## src/rtl/stream_qos_scheduler.sv

```systemverilog
// Packet-locked QoS scheduler: merges STREAM_COUNT streams onto one output, one whole packet at a time,
// using QoS priority with round-robin ties and age-based starvation promotion.
module stream_qos_scheduler #(
   parameter  int T_DATA_WIDTH = 8,
   parameter  int T_QOS__WIDTH = 4,
   parameter  int STREAM_COUNT = 4,
   parameter  int AGE_WIDTH    = 6,
   localparam int T_ID___WIDTH = $clog2(STREAM_COUNT)
) (
   input  logic                                     clk,
   input  logic                                     rst_n,
   input  logic [STREAM_COUNT-1:0][T_DATA_WIDTH-1:0] s_data_i,
   input  logic [STREAM_COUNT-1:0][T_QOS__WIDTH-1:0] s_qos_i,
   input  logic [STREAM_COUNT-1:0]                  s_last_i,
   input  logic [STREAM_COUNT-1:0]                  s_valid_i,
   output logic [STREAM_COUNT-1:0]                  s_ready_o,
   output logic [T_DATA_WIDTH-1:0]                  m_data_o,
   output logic [T_QOS__WIDTH-1:0]                  m_qos_o,
   output logic [T_ID___WIDTH-1:0]                  m_id_o,
   output logic                                     m_last_o,
   output logic                                     m_valid_o,
   input  logic                                     m_ready_i,
   output logic [STREAM_COUNT-1:0]                  starve_o
);

   localparam logic [AGE_WIDTH-1:0] AGE_MAX = '1;

   typedef enum logic {IDLE, LOCK} state_t;

   state_t                                  state_reg, state_next;
   logic [T_ID___WIDTH-1:0]                 gnt_id_reg, gnt_id_next;
   logic [T_QOS__WIDTH-1:0]                 gnt_qos_reg, gnt_qos_next;
   logic [T_ID___WIDTH-1:0]                 rr_ptr_reg, rr_ptr_next;
   logic [STREAM_COUNT-1:0][AGE_WIDTH-1:0]  age_reg, age_next;

   logic [STREAM_COUNT-1:0]                 starving;
   logic [STREAM_COUNT-1:0]                 cand;
   logic [T_QOS__WIDTH-1:0]                 max_qos;
   logic [T_ID___WIDTH-1:0]                 winner;
   logic                                    any_valid;
   logic                                    grant_now;
   logic                                    eop;

   genvar gi;
   generate
      for (gi = 0; gi < STREAM_COUNT; gi++) begin : gen_starve
         assign starve_o[gi] = (age_reg[gi] == AGE_MAX);
         assign starving[gi] = s_valid_i[gi] && (age_reg[gi] == AGE_MAX);
      end
   endgenerate

   assign any_valid = |s_valid_i;
   assign grant_now = (state_reg == IDLE) && any_valid;
   assign eop       = (state_reg == LOCK) && m_valid_o && m_ready_i && m_last_o;

   // Starving requesters pre-empt QoS ranking; rr_ptr breaks ties among the candidates.
   always_comb begin
      int  idx;
      logic found;
      max_qos = '0;
      cand    = '0;
      winner  = '0;
      found   = 1'b0;
      idx     = 0;
      for (int i = 0; i < STREAM_COUNT; i++) begin
         if (s_valid_i[i] && (s_qos_i[i] > max_qos)) max_qos = s_qos_i[i];
      end
      for (int i = 0; i < STREAM_COUNT; i++) begin
         cand[i] = (|starving) ? starving[i] : (s_valid_i[i] && (s_qos_i[i] == max_qos));
      end
      for (int k = 0; k < STREAM_COUNT; k++) begin
         idx = int'(rr_ptr_reg) + k;
         if (idx >= STREAM_COUNT) idx = idx - STREAM_COUNT;
         if (!found && cand[idx]) begin
            winner = T_ID___WIDTH'(idx);
            found  = 1'b1;
         end
      end
   end

   always_comb begin
      state_next   = state_reg;
      gnt_id_next  = gnt_id_reg;
      gnt_qos_next = gnt_qos_reg;
      rr_ptr_next  = rr_ptr_reg;
      case (state_reg)
         IDLE: begin
            if (any_valid) begin
               state_next   = LOCK;
               gnt_id_next  = winner;
               gnt_qos_next = s_qos_i[winner];
            end
         end
         LOCK: begin
            if (eop) begin
               state_next  = IDLE;
               rr_ptr_next = (gnt_id_reg == T_ID___WIDTH'(STREAM_COUNT - 1)) ? '0 : gnt_id_reg + 1'b1;
            end
         end
         default: state_next = IDLE;
      endcase
   end

   // Ages count only cycles spent waiting; the lock holder and this cycle's winner are not waiting.
   always_comb begin
      age_next = age_reg;
      for (int i = 0; i < STREAM_COUNT; i++) begin
         if (eop && (gnt_id_reg == T_ID___WIDTH'(i))) begin
            age_next[i] = '0;
         end else if (s_valid_i[i] && (age_reg[i] != AGE_MAX) &&
                      !((state_reg == LOCK) && (gnt_id_reg == T_ID___WIDTH'(i))) &&
                      !(grant_now && (winner == T_ID___WIDTH'(i)))) begin
            age_next[i] = age_reg[i] + 1'b1;
         end
      end
   end

   always_ff @(posedge clk or negedge rst_n) begin
      if (!rst_n) begin
         state_reg   <= IDLE;
         gnt_id_reg  <= '0;
         gnt_qos_reg <= '0;
         rr_ptr_reg  <= '0;
         age_reg     <= '0;
      end else begin
         state_reg   <= state_next;
         gnt_id_reg  <= gnt_id_next;
         gnt_qos_reg <= gnt_qos_next;
         rr_ptr_reg  <= rr_ptr_next;
         age_reg     <= age_next;
      end
   end

   always_comb begin
      s_ready_o = '0;
      m_data_o  = '0;
      m_last_o  = 1'b0;
      m_valid_o = 1'b0;
      m_id_o    = gnt_id_reg;
      m_qos_o   = gnt_qos_reg;
      if (state_reg == LOCK) begin
         m_data_o              = s_data_i[gnt_id_reg];
         m_last_o              = s_last_i[gnt_id_reg];
         m_valid_o             = s_valid_i[gnt_id_reg];
         s_ready_o[gnt_id_reg] = m_ready_i;
      end
   end

endmodule

```

## config.mk

```make
export PLATFORM = sky130hd
export DESIGN_NAME = stream_qos_scheduler
export DESIGN_NICKNAME = d
export VERILOG_FILES = /design/src/rtl/stream_qos_scheduler.sv
export SDC_FILE = /design/constraint.sdc
export NUM_CORES = 1
export LEC_CHECK = 0
export ABC_CLOCK_PERIOD_IN_PS = 8200
export CAP_MARGIN = 20
export CORE_MARGIN = 1.5
export CORE_UTILIZATION = 51
export CTS_BUF_LIST = sky130_fd_sc_hd__clkbuf_16
export CTS_CLUSTER_DIAMETER = 80
export DETAILED_ROUTE_END_ITERATION = 10
export PLACE_DENSITY = 0.9
export SLEW_MARGIN = 20
export SYNTH_ARGS = -nofsm -noshare
export SYNTH_HDL_FRONTEND = slang
export SYNTH_SLANG_ARGS = --single-unit
```

## constraint.sdc

```tcl
create_clock -name clk -period 8.2 [get_ports clk]
set_input_delay 1.64 -clock clk [delete_from_list [all_inputs] [get_ports clk]]
set_output_delay 1.64 -clock clk [all_outputs]
set_load 0.05 [all_outputs]
```

==> metrics.yaml <==
syn-num-nets: 450
coreArea_sq_um: 6350
area_growth_pct: 35.21
drv_cap: 0
overflow: 0
critPathKind: "in2reg"
io_pins: 83
worstSetupEndpointType: "register"
seq_power_share_pct: 26.2
ir_worst_vdd_v: 0.0002664
largest_reg_flops: 24
r2r-start: "age_reg[12]$_DFFE_PN0P_"
crit_top_cell: "ha_1"
layout.nets: 546
synth_cell_types: 71
path_max_fanout: 11
clock_latency_ns: 0.28
cp_top_family: "compound AO/OA/AOI/OAI gates"
timing.rr.end: "age_reg[20]$_DFFE_PN0P_"
synth.top_cells.by_area: "dfrtp_1 25%, ha_1 7.5%, mux4_2 6.7%, mux2i_1 6.3%, nand2_1 5.5%"
tritoncts: "built"
die_w_um: 84.01
worstPathArrival_ns: 8.08
dr.pass1.iters: 5
drt_iter0_drc: 454
initial_utilization_pct: 52.71
power_frac_comb_pct: 60.6
grt_first_pass_wirelength_um: 16770
placed_area_sq_um: 4345
hp-start: "age_reg[4]$_DFFE_PN0P_"
final_hold_viol_count: 0
finalCritPeriodShare_pct: 96.31
mostFrequentLayoutCell: "clkdlybuf4s50_1"
yosys.area.top_type_share_pct: 24.67
detail_route.vias_per_cell: 6.404
finalSetupTns_ns: 0
fin_crit_ns: 7.897
fin_ws_ns: 0.3029
route.detailed.drc: 0
finClkSkew_ns: 0.006256
post-place-ws_ns: -0.2354
max_stage_delay_ns: 0.58
antenna_found_initial: 0
min_to: "age_reg[4]$_DFFE_PN0P_"
avgRoutedWirePerCell_um: 18.68
synth.ff_latch_count: 33
p_int_mw: 0.6776
routed_wl_um: 10160
min_path_type: "reg2reg"
synth_warnings: 0
power_frac_clock_pct: 13.2
finalInstanceArea_sq_um: 4526
rsz0062_at_grt: "false"
finalNonFillerCells: 544
synthFlopType: "dfrtp_1"
clock-sinks: 33
reg2reg_depth: 13
drive_gt1_share_pct: 14.35
port_buffers: 82
cp_slowest_cell: "clkdlybuf4s50_1"
maxSlewHeadroom_pct: 37.88
mostFrequentLayoutCells: "81 x clkdlybuf4s50_1, 49 x nand2_1, 33 x dfrtp_1"
power_density_nw_per_um2: 287.8
total_power_mw: 1.302
antenna_left: 0
grtUsageTotal_pct: 29.07
synth_edf_count: 0
cts_made_buffers: 5
tightest_slew_ns: 0.9198
whs_path_depth: 1
grt_pass1_vias: 3451
p_sw_mw: 0.6248
async_reset_ff_share_pct: 100.0
seq_area_frac_synth_pct: 24.67
vias: 3484
grt_start_max_net_pins: 34
setup_viol: 0
slew_violations: 0
leakage_nw: 1.893
switching_share_pct: 47.97
cts.path.max_buffers: 2
syn_area_per_cell_sq_um: 9.021
r2r_setup_slack_ns: 4.32
place_hpwl_um: 7936
htreeDepth: 2
clk_pin_slew_ns: 0.05
syn-cell-area_sq_um: 3347
cp.buffers_inverters: 2
placedCellCount: 537
yosysTopAreaCell: "dfrtp_1"
status: "finished, final reports clean"
num_rows: 29
cts-root-buf: "clkbuf_16"
max_freq_ghz: 0.1266
die_area_sq_um: 7058
antenna_cells: 0
globalplace.congestion: 1.003
startpoint_type: "input port"
die_h_um: 84.01
syn-instance-count: 371
required_ns: 8.38
==> through the flow <==
stage	hold slack (ns)	util [%]
floorplan	0.4399	-
global placement	0.4571	68.43
detailed placement	0.4793	68.43
CTS	0.4870	70.56
global route	0.5034	71.27
finish	0.4849	71.27
==> cell families (layout without fill, tap and decap cells) <==
| kind of cell | Yosys count | in the layout | synth area share [%] |
|---|---|---|---|
| DFF | 33 | 33 | 24.67 |
| muxes | 35 | 35 | 14.36 |
| xor gates and xnor gates | 7 | 7 | 1.832 |
| buffers and inverters | 31 | 127 | 3.962 |
| AOI/OAI and AO/OA | 95 | 95 | 24.19 |
| and+or+nand+nor | 150 | 150 | 23.52 |
| adders and majority gates | 20 | 20 | 7.477 |
==> timing repair <==
item	in CTS	in global routing
resized for setup	1	8
endpoints found under the setup margin	1	29
pin swaps	0	1
buffers inserted	0	0
hold buffers	0	0
==> cells in the mapped netlist (4+ instances only) <==
library cell   n
nor2_1        14
o21ai_1        5
clkbuf_1       4
o211ai_1      11
dfrtp_1       33
nand4_1        8
a2bb2oi_1      4
xor2_1         4
o31ai_1        6
o221ai_1       4
inv_1         19
a211oi_1       5
mux2i_1       21
mux2_2         4
mux4_2        10
nand3_1       16
a21oi_1       16
o21ai_0        5
nor3_1        10
a32oi_1        4
ha_1          20
nand2_1       49
and3_1        14
and2_1        16
==> power by group through the flow <==
stage	clock network (mW)	registers, mW	logic, mW
after floorplan	0	0.338	0.526
after global routing	0.182	0.357	0.845
final	0.172	0.341	0.790
after CTS	0.172	0.339	0.778
after global placement	0	0.333	0.744
after detailed placement	0	0.340	0.770
==> worst reg2reg max path, delay by kind of cell, from the launching register on <==
kind                       cells  cell delay (ns)
AOI/OAI and AO/OA              6             1.69
and+or+nand+nor                5             1.30
DFF                            1             0.41
adders and majority gates      1             0.22
muxes                          1             0.17
==> layer usage <==
layer / track usage, % / vias to the layer above / share of wire, %
met5: 0 / - / 0
met4: 6.557 / 0 / 2.1
met3: 7.122 / 26 / 9.1
met2: 51.03 / 190 / 48
met1: 36.02 / 1653 / 41
li1: - / 1615 / -
==> worst max path at each step <==
stage                       from                 endpoint  cells past startpoint
finish                s_qos_i[1]  age_reg[20]$_DFFE_PN0P_                     26
global route          s_qos_i[1]  age_reg[16]$_DFFE_PN0P_                     24
CTS                 s_valid_i[0]  age_reg[11]$_DFFE_PN0P_                     26
detailed placement  s_valid_i[0]  age_reg[11]$_DFFE_PN0P_                     27
global placement    s_valid_i[0]  age_reg[11]$_DFFE_PN0P_                     27
floorplan           s_valid_i[0]  age_reg[21]$_DFFE_PN0P_                     25
==> area by class of cell <==
cell class                      count  area (sq um)
Multi-Input combinational cell    307          2434
Fill cell                         474          1824
Timing Repair Buffer              101         965.9
Sequential cell                    33         825.8
Clock buffer                        5         125.1
Tap cell                           77         96.34
Inverter                           19         71.32
Clock inverter                      2         7.507
(Power assumes the default switching activity.)
